## config.mk

```make
export PLATFORM = sky130hd
export DESIGN_NAME = vscale_hasti_arbiter
export DESIGN_NICKNAME = d
export VERILOG_FILES = /design/src/rtl/vscale_hasti_arbiter_pkg.sv /design/src/rtl/vscale_hasti_req_buf.sv /design/src/rtl/vscale_hasti_arbiter.sv
export SDC_FILE = /design/constraint.sdc
export NUM_CORES = 1
export LEC_CHECK = 0
export ABC_AREA = 0
export CAP_MARGIN = 20
export CORE_AREA = 2 2 132 134
export DETAILED_ROUTE_END_ITERATION = 10
export DIE_AREA = 0 0 134 136
export GPL_TIMING_DRIVEN = 0
export PLACE_DENSITY = 0.84
export SYNTH_ARGS = -nofsm -noshare
export SYNTH_HDL_FRONTEND = slang
export SYNTH_SLANG_ARGS = --single-unit
export TNS_END_PERCENT = 30
```

## constraint.sdc

```tcl
create_clock -name clk -period 2.2 [get_ports clk]
set_input_delay 0.44 -clock clk [delete_from_list [all_inputs] [get_ports clk]]
set_output_delay 0.44 -clock clk [all_outputs]
set_load 0.02 [all_outputs]
```

## src/rtl/vscale_hasti_arbiter_pkg.sv

```systemverilog
// HASTI bus constants, arbiter owner encoding and the address-phase payload shared by the arbiter files.
package vscale_hasti_arbiter_pkg;

  localparam int unsigned HASTI_ADDR_W  = 32;
  localparam int unsigned HASTI_BUS_W   = 32;
  localparam int unsigned HASTI_SIZE_W  = 3;
  localparam int unsigned HASTI_BURST_W = 3;
  localparam int unsigned HASTI_PROT_W  = 4;
  localparam int unsigned HASTI_TRANS_W = 2;

  localparam logic [HASTI_TRANS_W-1:0] HASTI_TRANS_IDLE   = 2'd0;
  localparam logic [HASTI_TRANS_W-1:0] HASTI_TRANS_BUSY   = 2'd1;
  localparam logic [HASTI_TRANS_W-1:0] HASTI_TRANS_NONSEQ = 2'd2;
  localparam logic [HASTI_TRANS_W-1:0] HASTI_TRANS_SEQ    = 2'd3;

  localparam logic [HASTI_SIZE_W-1:0]  HASTI_SIZE_WORD    = 3'd2;
  localparam logic [HASTI_BURST_W-1:0] HASTI_BURST_SINGLE = 3'd0;
  localparam logic [HASTI_PROT_W-1:0]  HASTI_PROT_DEFAULT = 4'b0011;

  localparam logic HASTI_RESP_OKAY  = 1'b0;
  localparam logic HASTI_RESP_ERROR = 1'b1;

  typedef enum logic [1:0] {
    HASTI_ARB_OWNER_NONE = 2'd0,
    HASTI_ARB_OWNER_M0   = 2'd1,
    HASTI_ARB_OWNER_M1   = 2'd2
  } hasti_arb_owner_e;

  typedef struct packed {
    logic [HASTI_ADDR_W-1:0]  haddr;
    logic                     hwrite;
    logic [HASTI_SIZE_W-1:0]  hsize;
    logic [HASTI_BURST_W-1:0] hburst;
    logic                     hmastlock;
    logic [HASTI_PROT_W-1:0]  hprot;
    logic [HASTI_TRANS_W-1:0] htrans;
  } hasti_addr_t;

  localparam hasti_addr_t HASTI_ADDR_IDLE = '{
    haddr:     '0,
    hwrite:    1'b0,
    hsize:     HASTI_SIZE_WORD,
    hburst:    HASTI_BURST_SINGLE,
    hmastlock: 1'b0,
    hprot:     HASTI_PROT_DEFAULT,
    htrans:    HASTI_TRANS_IDLE
  };

  // SEQ counts as a request (forwarded as NONSEQ); BUSY counts as idle.
  function automatic logic hasti_trans_active(input logic [HASTI_TRANS_W-1:0] trans);
    logic active;
    case (trans)
      HASTI_TRANS_NONSEQ, HASTI_TRANS_SEQ: active = 1'b1;
      HASTI_TRANS_IDLE, HASTI_TRANS_BUSY:  active = 1'b0;
      default:                             active = 1'b0;
    endcase
    return active;
  endfunction

endpackage

```

## src/rtl/vscale_hasti_req_buf.sv

```systemverilog
// Per-master request detector and one-entry buffer: holds a losing address phase until it is granted.
module vscale_hasti_req_buf
  import vscale_hasti_arbiter_pkg::*;
(
  input  logic        clk,
  input  logic        reset,
  input  hasti_addr_t i_addr,
  input  logic        i_hready,
  input  logic        i_grant,
  output logic        o_pend,
  output logic        o_req_c,
  output hasti_addr_t o_addr_c
);

  logic        r_hready_prev;
  logic        r_pend;
  hasti_addr_t r_addr;
  logic        w_live;

  // A new address phase is only valid after the master saw hready high.
  assign w_live = hasti_trans_active(i_addr.htrans) && r_hready_prev && !r_pend;

  always_ff @(posedge clk) begin
    if (reset) begin
      r_hready_prev <= 1'b1;
      r_pend        <= 1'b0;
      r_addr        <= HASTI_ADDR_IDLE;
    end else begin
      r_hready_prev <= i_hready;
      if (r_pend) begin
        if (i_grant) begin
          r_pend <= 1'b0;
        end
      end else if (w_live && !i_grant) begin
        r_pend <= 1'b1;
        r_addr <= i_addr;
      end
    end
  end

  always_comb begin
    o_addr_c        = r_pend ? r_addr : i_addr;
    o_addr_c.htrans = (r_pend || w_live) ? HASTI_TRANS_NONSEQ : HASTI_TRANS_IDLE;
  end

  assign o_req_c = r_pend || w_live;
  assign o_pend  = r_pend;

endmodule

```

## src/rtl/vscale_hasti_arbiter.sv

```systemverilog
// Two-master (m0 = dmem, m1 = imem) to one-slave HASTI arbiter with zero-latency pass-through.
// Define VSCALE_HASTI_ARB_RR_EN for round-robin between masters instead of fixed m0 priority.
module vscale_hasti_arbiter
  import vscale_hasti_arbiter_pkg::*;
(
  input  logic                     clk,
  input  logic                     reset,
  input  logic [HASTI_ADDR_W-1:0]  m0_haddr,
  input  logic                     m0_hwrite,
  input  logic [HASTI_SIZE_W-1:0]  m0_hsize,
  input  logic [HASTI_BURST_W-1:0] m0_hburst,
  input  logic                     m0_hmastlock,
  input  logic [HASTI_PROT_W-1:0]  m0_hprot,
  input  logic [HASTI_TRANS_W-1:0] m0_htrans,
  input  logic [HASTI_BUS_W-1:0]   m0_hwdata,
  output logic [HASTI_BUS_W-1:0]   m0_hrdata,
  output logic                     m0_hready,
  output logic                     m0_hresp,
  input  logic [HASTI_ADDR_W-1:0]  m1_haddr,
  input  logic                     m1_hwrite,
  input  logic [HASTI_SIZE_W-1:0]  m1_hsize,
  input  logic [HASTI_BURST_W-1:0] m1_hburst,
  input  logic                     m1_hmastlock,
  input  logic [HASTI_PROT_W-1:0]  m1_hprot,
  input  logic [HASTI_TRANS_W-1:0] m1_htrans,
  input  logic [HASTI_BUS_W-1:0]   m1_hwdata,
  output logic [HASTI_BUS_W-1:0]   m1_hrdata,
  output logic                     m1_hready,
  output logic                     m1_hresp,
  output logic [HASTI_ADDR_W-1:0]  s_haddr,
  output logic                     s_hwrite,
  output logic [HASTI_SIZE_W-1:0]  s_hsize,
  output logic [HASTI_BURST_W-1:0] s_hburst,
  output logic                     s_hmastlock,
  output logic [HASTI_PROT_W-1:0]  s_hprot,
  output logic [HASTI_TRANS_W-1:0] s_htrans,
  output logic [HASTI_BUS_W-1:0]   s_hwdata,
  input  logic [HASTI_BUS_W-1:0]   s_hrdata,
  input  logic                     s_hready,
  input  logic                     s_hresp
);

  hasti_addr_t      w_m0_in;
  hasti_addr_t      w_m1_in;
  hasti_addr_t      w_m0_cand;
  hasti_addr_t      w_m1_cand;
  hasti_addr_t      w_s_addr;
  logic             w_m0_req;
  logic             w_m1_req;
  logic             w_m0_pend;
  logic             w_m1_pend;
  logic             w_m0_grant;
  logic             w_m1_grant;
  hasti_arb_owner_e w_sel;
  hasti_arb_owner_e r_owner;

  assign w_m0_in = '{
    haddr:     m0_haddr,
    hwrite:    m0_hwrite,
    hsize:     m0_hsize,
    hburst:    m0_hburst,
    hmastlock: m0_hmastlock,
    hprot:     m0_hprot,
    htrans:    m0_htrans
  };

  assign w_m1_in = '{
    haddr:     m1_haddr,
    hwrite:    m1_hwrite,
    hsize:     m1_hsize,
    hburst:    m1_hburst,
    hmastlock: m1_hmastlock,
    hprot:     m1_hprot,
    htrans:    m1_htrans
  };

  vscale_hasti_req_buf u_m0_buf (
    .clk      (clk),
    .reset    (reset),
    .i_addr   (w_m0_in),
    .i_hready (m0_hready),
    .i_grant  (w_m0_grant),
    .o_pend   (w_m0_pend),
    .o_req_c  (w_m0_req),
    .o_addr_c (w_m0_cand)
  );

  vscale_hasti_req_buf u_m1_buf (
    .clk      (clk),
    .reset    (reset),
    .i_addr   (w_m1_in),
    .i_hready (m1_hready),
    .i_grant  (w_m1_grant),
    .o_pend   (w_m1_pend),
    .o_req_c  (w_m1_req),
    .o_addr_c (w_m1_cand)
  );

`ifdef VSCALE_HASTI_ARB_RR_EN
  logic r_last_m1;

  // Remembers which master was granted last; starts as m1 so m0 wins the first tie.
  always_ff @(posedge clk) begin
    if (reset) begin
      r_last_m1 <= 1'b1;
    end else if (s_hready && (w_sel != HASTI_ARB_OWNER_NONE)) begin
      r_last_m1 <= (w_sel == HASTI_ARB_OWNER_M1);
    end
  end

  always_comb begin
    w_sel = HASTI_ARB_OWNER_NONE;
    if (w_m0_req && w_m1_req) begin
      w_sel = r_last_m1 ? HASTI_ARB_OWNER_M0 : HASTI_ARB_OWNER_M1;
    end else if (w_m0_req) begin
      w_sel = HASTI_ARB_OWNER_M0;
    end else if (w_m1_req) begin
      w_sel = HASTI_ARB_OWNER_M1;
    end
  end
`else
  // Each buffer already prefers its pending entry over its live request.
  always_comb begin
    w_sel = HASTI_ARB_OWNER_NONE;
    if (w_m0_req) begin
      w_sel = HASTI_ARB_OWNER_M0;
    end else if (w_m1_req) begin
      w_sel = HASTI_ARB_OWNER_M1;
    end
  end
`endif

  // The selection is shown on the bus every cycle but only commits while the slave is ready.
  assign w_m0_grant = s_hready && (w_sel == HASTI_ARB_OWNER_M0);
  assign w_m1_grant = s_hready && (w_sel == HASTI_ARB_OWNER_M1);

  always_comb begin
    w_s_addr = HASTI_ADDR_IDLE;
    case (w_sel)
      HASTI_ARB_OWNER_M0: w_s_addr = w_m0_cand;
      HASTI_ARB_OWNER_M1: w_s_addr = w_m1_cand;
      default:            w_s_addr = HASTI_ADDR_IDLE;
    endcase
  end

  assign s_haddr     = w_s_addr.haddr;
  assign s_hwrite    = w_s_addr.hwrite;
  assign s_hsize     = w_s_addr.hsize;
  assign s_hburst    = w_s_addr.hburst;
  assign s_hmastlock = w_s_addr.hmastlock;
  assign s_hprot     = w_s_addr.hprot;
  assign s_htrans    = w_s_addr.htrans;

  always_ff @(posedge clk) begin
    if (reset) begin
      r_owner <= HASTI_ARB_OWNER_NONE;
    end else if (s_hready) begin
      r_owner <= w_sel;
    end
  end

  always_comb begin
    s_hwdata = '0;
    case (r_owner)
      HASTI_ARB_OWNER_M0: s_hwdata = m0_hwdata;
      HASTI_ARB_OWNER_M1: s_hwdata = m1_hwdata;
      default:            s_hwdata = '0;
    endcase
  end

  // Owner follows the slave; a master with a buffered request is stalled; otherwise free.
  always_comb begin
    m0_hready = 1'b1;
    m1_hready = 1'b1;
    if (r_owner == HASTI_ARB_OWNER_M0) begin
      m0_hready = s_hready;
    end else if (w_m0_pend) begin
      m0_hready = 1'b0;
    end
    if (r_owner == HASTI_ARB_OWNER_M1) begin
      m1_hready = s_hready;
    end else if (w_m1_pend) begin
      m1_hready = 1'b0;
    end
  end

  assign m0_hresp = ((r_owner == HASTI_ARB_OWNER_M0) && (s_hresp == HASTI_RESP_ERROR))
                    ? HASTI_RESP_ERROR : HASTI_RESP_OKAY;
  assign m1_hresp = ((r_owner == HASTI_ARB_OWNER_M1) && (s_hresp == HASTI_RESP_ERROR))
                    ? HASTI_RESP_ERROR : HASTI_RESP_OKAY;

  assign m0_hrdata = s_hrdata;
  assign m1_hrdata = s_hrdata;

endmodule

```

# Word-level counts from Yosys, hierarchy flattened
# Cells that the tools add are included.
op_classes:
  n_eq_ne: 10
  n_reduce_logical: 24
  bitwise: 2
  muxes: 21
ops:
  columns: ["op", "n"]
  rows:
  - ["$mux W46", 2]
  - ["$pmux W46 S2", 1]
  - ["$pmux W32 S2", 1]
  - ["$eq A2 B2 Y1 const B", 6]
  - ["$mux W1", 12]
  - ["$logic_and A1 B1 Y1", 10]
  - ["$eq A2 B1 Y1 const B", 4]
  - ["$reduce_or A2 Y1", 4]
  - ["$mux W2", 3]
  - ["$logic_not A1 Y1", 4]
  - ["$logic_not A2 Y1", 2]
  - ["$pmux W1 S2", 2]
  - ["$reduce_and A2 Y1", 2]
  - ["$logic_or A1 B1 Y1", 2]
  - ["$not A1 Y1", 2]
totals:
  reg_bits: 98
  output_inout_bits: 146
  elab_cells: 76

# Depth between registers and ports, before layout
logic_depth:
  ltp_word: 14
  mapped_depth: 6
  mapped_depth_nobuf: 4

# Modules after synthesis
# A second synthesis with hierarchy kept.
unflattened:
  cells_unflattened: 717
  area_unflattened_um2: 6792.8
modules_own_cells:
  columns: ["module", "area_per_inst_um2", "instances", "cells_per_inst", "seq_area_each_um2"]
  rows:
  - ["vscale_hasti_req_buf", 2581.2, 2, 249, 920.9]
  - ["vscale_hasti_arbiter", 1630.3, 1, 219, 40.0]

# Worst setup path before layout
# No wires, ideal clock.
synth_timing:
  kind: "input to output"
  from: "input port m0_htrans[1]"
  to: "output port s_haddr[10]"
  t_arrival_ns: 1.478
  required_time_ns: 1.760
  stages: 4
  setup_slack_ns: 0.282
  cell_sequence: "a21oi_4 nand2b_1 clkbuf_1 o21ai_0"
synth_via:
  elab_chain_cells: 9
  word_cells_on_any_way: 14
  classes_between: "eq/ne: 5; mux: 3; reduce/logical: 6"
synth_lines:
  columns: ["item", "line_no", "text"]
  rows:
  - ["start, declared", "vscale_hasti_arbiter.sv:14", "input logic [HASTI_TRANS_W-1:0] m0_htrans,"]
  - ["$eq A2 B1 Y1, or another cell as far along", "vscale_hasti_arbiter_pkg.sv:52", "case (trans)"]
  - ["$reduce_or A2 Y1", "vscale_hasti_arbiter_pkg.sv:52", null]
  - ["$pmux W1 S2 *", "vscale_hasti_arbiter_pkg.sv:52", null]
  - ["$logic_and A1 B1 Y1 * (2 in series)", "vscale_hasti_req_buf.sv:21", "assign w_live = hasti_trans_active(i_addr.htrans) && r_hready_prev && !r_pend;"]
  - ["$logic_or A1 B1 Y1 *", "vscale_hasti_req_buf.sv:46", "assign o_req_c = r_pend || w_live;"]
  - ["$mux W2 *", "vscale_hasti_arbiter.sv:125", "if (w_m0_req) begin"]
  - ["$eq A2 B2 Y1 / $eq A2 B1 Y1 (equally long branches)", "vscale_hasti_arbiter.sv:139", "case (w_sel)"]
  - ["$pmux W46 S2 *", "vscale_hasti_arbiter.sv:139", null]
  - ["end, declared", "vscale_hasti_arbiter.sv:30", "output logic [HASTI_ADDR_W-1:0] s_haddr,"]
# Mark *: on every way between the ends. The rest lies on a longest branch, timed or not.

# Worst setup path after layout
layout_timing:
  from: "register u_m1_buf.r_pend, in the netlist u_m1_buf.o_pend"
  to: "output port s_hprot[1]"
layout_via:
  elab_chain_cells: 7
  word_cells_on_any_way: 9
  classes_between: "eq/ne: 2; mux: 4; reduce/logical: 3"
layout_lines:
  columns: ["item", "line_no", "text"]
  rows:
  - ["start, declared", "vscale_hasti_req_buf.sv:16", "logic r_pend;"]
  - ["start signal, assigned", "vscale_hasti_req_buf.sv:26", "r_pend <= 1'b0;"]
  - ["start signal, assigned", "vscale_hasti_req_buf.sv:32", "r_pend <= 1'b0;"]
  - ["start signal, assigned", "vscale_hasti_req_buf.sv:35", "r_pend <= 1'b1;"]
  - ["$logic_not A1 Y1", "vscale_hasti_req_buf.sv:21", null]
  - ["$logic_and A1 B1 Y1", "vscale_hasti_req_buf.sv:21", null]
  - ["$logic_or A1 B1 Y1", "vscale_hasti_req_buf.sv:46", null]
  - ["$mux W2", "vscale_hasti_arbiter.sv:127", "end else if (w_m1_req) begin"]
  - ["$mux W2", "vscale_hasti_arbiter.sv:125", null]
  - ["$eq A2 B2 Y1 / $eq A2 B1 Y1 (equally long branches)", "vscale_hasti_arbiter.sv:139", null]
  - ["$pmux W46 S2 *", "vscale_hasti_arbiter.sv:139", null]
  - ["end, declared", "vscale_hasti_arbiter.sv:35", "output logic [HASTI_PROT_W-1:0] s_hprot,"]
# Marks and branches as above.

==> results <==
## registers in the layout (all words and copies together), names as in the netlist
signal                  flops
u_m1_buf.r_hready_prev      1
u_m0_buf.o_pend             1
u_m0_buf.r_hready_prev      1
u_m0_buf.r_addr            44
u_m1_buf.o_pend             1
u_m1_buf.r_addr            44
r_owner                     2
## per-layer routing
layer / up-vias / track usage [%]
met5: - / 0
met3: 45 / 4.51
met2: 301 / 42.3
met1: 2947 / 27.1
met4: 2 / 9.10
li1: 3017 / -
## worst reg2reg max path, delay by kind of cell, from the launching register on
kind | cells | cell delay [ps]
compound gates | 1 | 170
buf+inv | 3 | 610
flops | 1 | 320
mux | 1 | 210
simple gates | 1 | 250
## logic make-up (layout without fill, tap and decap cells)
| logic type | after synthesis | after routing | synth area share [%] |
|---|---|---|---|
| adder cells (fa/ha/maj) | 2 | 2 | 0.433 |
| AO/OA/AOI/OAI | 167 | 167 | 18.3 |
| multiplexers | 87 | 87 | 15.1 |
| other | 1 | 2 | 0.0649 |
| flip-flops | 94 | 94 | 32.6 |
| buffers and inverters | 131 | 451 | 14.1 |
| AND/OR/NAND/NOR | 230 | 230 | 19.5 |
## through the flow
| step | instance area, µm² | setup slack [ps] | util (%) | setup TNS [ps] | power [W] |
|---|---|---|---|---|---|
| 6_report | 9450 | 25.7 | 56.0 | 0 | 0.00529 |
| 3_3_place_gp | 9060 | -1130 | 53.7 | -57780 | 0.00367 |
| 5_1_grt | 9450 | -55.3 | 56.0 | -104 | 0.00548 |
| 3_5_place_dp | 9060 | -1140 | 53.7 | -58540 | 0.00369 |
| 4_1_cts | 9580 | -68.6 | 56.8 | -704 | 0.00531 |
| 2_1_floorplan | 5770 | 282 | - | 0 | 0.00281 |
## power groups by stage
stage,Combinational [W],Sequential [W],Clock (W)
2_1_floorplan,0.000922,0.00189,0
3_3_place_gp,0.00177,0.00189,0
3_5_place_dp,0.00179,0.00190,0
4_1_cts,0.00184,0.00187,0.00161
5_1_grt,0.00194,0.00188,0.00167
6_report,0.00182,0.00187,0.00159
## how the worst max path moves through the flow
stage / to / startpoint / slack (ps) / cells past startpoint
2_1_floorplan: s_haddr[10] / m0_htrans[1] / 280 / 4
3_3_place_gp: s_haddr[12] / m0_htrans[1] / -1130 / 6
3_5_place_dp: s_haddr[13] / m0_htrans[1] / -1140 / 6
4_1_cts: s_haddr[20] / u_m0_buf.o_pend$_SDFF_PP0_ / -70 / 6
5_1_grt: s_hprot[1] / u_m1_buf.o_pend$_SDFF_PP0_ / -60 / 5
6_report: s_hprot[1] / u_m1_buf.o_pend$_SDFF_PP0_ / 30 / 5
## timing repair
| item | in CTS | in global routing |
|---|---|---|
| cloned | 0 | 1 |
| gates resized for setup | 361 | 66 |
| setup endpoints to repair | 81 | 64 |
| setup buffers | 7 | 0 |
| pin swaps | 5 | 4 |
## area by class of cell
cell class	instances	share of cell area (%)
clock buffer	11	2.57
antenna	1	0.0265
tap	225	2.98
buffer	123	9.83
timing repair buffer	308	29.7
sequential	94	20.0
multi-input combinational	487	34.1
inverter	4	0.159
clock inverter	5	0.622
## synth_stat cells (all sizes together)
master,count,area share (%)
nor3,1,0.087
nand3b,4,0.52
and2,2,0.22
o21ai,41,3.6
mux2i,87,15
buf,92,12
o31ai,1,0.13
clkbuf,35,2.3
ha,2,0.43
nand4bb,1,0.20
o221ai,3,0.46
a22oi,73,9.5
nor2,39,2.5
o211ai,3,0.39
nand2b,83,9.0
or2,2,0.22
and4bb,1,0.22
a211oi,2,0.26
a21oi,44,4.0
dfxtp,94,33
inv,4,0.26
or3,1,0.11
nand3,3,0.26
conb,1,0.065
nand2,92,6.0
and3b,1,0.15
==> flow_summary.ini <==
[floorplanning]
design.core.area_um2 = 16900
die_x_um = 134
die-height_um = 136
floorplan.io_pins = 338
starting_density_of_the_core_pct = 34.2
placementRows = 48
die_area_um2 = 18200

[layout]
number_of_filler_cells_placed_in_the_layout = 1547
multi_input_area_um2 = 3220
layout.cells.most_common = sky130_fd_sc_hd__clkdlybuf4s50_1
layout.nets = 1221
seq_area_um2 = 1890
flow.area_growth_from_synthesis_pct = 63.6
final_cell_count_no_fill = 1258
most-common-layout-cells = 217 x sky130_fd_sc_hd__clkdlybuf4s50_1, 93 x sky130_fd_sc_hd__buf_4, 92 x sky130_fd_sc_hd__nand2_1
post_route_cells_drive_above_1_share_pct = 23.2

[drt]
vias = 6312
routed_wl_mm = 22.6
drt_drc_violations_left = 0
routedWlPerCell_um = 18.0
m1WireLength_mm = 8.76
wl_met2_mm = 11.7
top_signal_layer_used = met5
detailroute.wirelength.met3_mm = 1.49
drt.antenna.violating_nets = 0
viasPerCell = 5.02
firstDrtPassIters = 5
drt_iter0_drc = 355

[setup_path]
path_cells = buf_6 -> nand3b_1 -> o221ai_1 -> o211ai_1 -> dlygate4sd2_1
worst-path-max-fanout = 6
critPathKind = reg -> out
cp_top_family = buffers and inverters
ff2ff_setup_slack_ps = 580
crit_arrival_ps = 1730
worst_setup_path_start_kind = register
cp.required_ps = 1760
end_kind = primary output
regToRegEndpoint = u_m1_buf.r_addr[14]$_SDFFE_PP0P_
critPathMaxStageDelay_ps = 350
timing.critical_path.slowest_stage_cell = sky130_fd_sc_hd__dlygate4sd2_1
critical_path_buf_inv_count = 2
regToRegStartpoint = u_m1_buf.o_pend$_SDFF_PP0_
r2r_cells = 6

[power]
internal-power_w = 0.00364
peakVddDrop_mv = 0.491
p_clk_share_pct = 30.1
comb_power_share_pct = 34.5
static_leakage_nw = 3.75
cellPowerDensity_nw_per_um2 = 560
p_seq_share_pct = 35.4
switchingPower_w = 0.00165
switching_share_pct = 31.2

[global_routing]
initial_antenna_violation_count = 2
grt.total_usage_pct = 23.3
grt_start_max_net_pins = 16
globalRoute.totalOverflow = 0
vias_in_the_first_global_route = 6106
global_route_wire_length_before_repair_mm = 33.1

[sta]
worst_slew_slack_as_a_fraction_of_its_limit_pct = 62.4
min_period_ps = 2170
finalHoldViolations = 0
timing.fmax_ghz = 0.460
rsz0062_at_grt = yes
worstMarginPinSlew_ps = 564
fin_worst_hold_slack_ps = 382
slew_viol_final = 0
final_setup_violation_count = 0
layout_worst_path_cycle_share_pct = 98.8
worst_clock_skew_ps = 6.36

[clock_tree]
htree_levels = 3
tritoncts = yes
cts_made_buffers = 9
cts-root-to-sink-buffers = 2
clock-root-buffer = sky130_fd_sc_hd__clkbuf_16
numClockSinks = 94
clk_transition_reported_paths_ps = 70
cts.hold.buffers_added = 0
clk-insertion-delay-late_ps = 340

[synthesis]
syn_std_cell_area_um2 = 5770
yosys_warnings = 0
syn-mean-instance-area_um2 = 8.11
synth.yosys.seq_area_share_pct = 32.6
netlist_instances = 712
yosys.cell_types.count = 30
postSynthNetCount = 906
synth-seq-cells = 94

[worst_hold_path]
hold_path.class = in -> reg
min_from = s_hready
whs_endpoint = u_m0_buf.o_pend$_SDFF_PP0_
timing.hold.worst_path_depth = 2

[placement]
placedCellCount = 1237
routabilityCongestion = 0.837
port_buffers = 300
detailed_place_hpwl_mm = 17.5

[job]
cap_violations = 0

[status]
run_status = completed
Power figures use the tool's default switching activity.
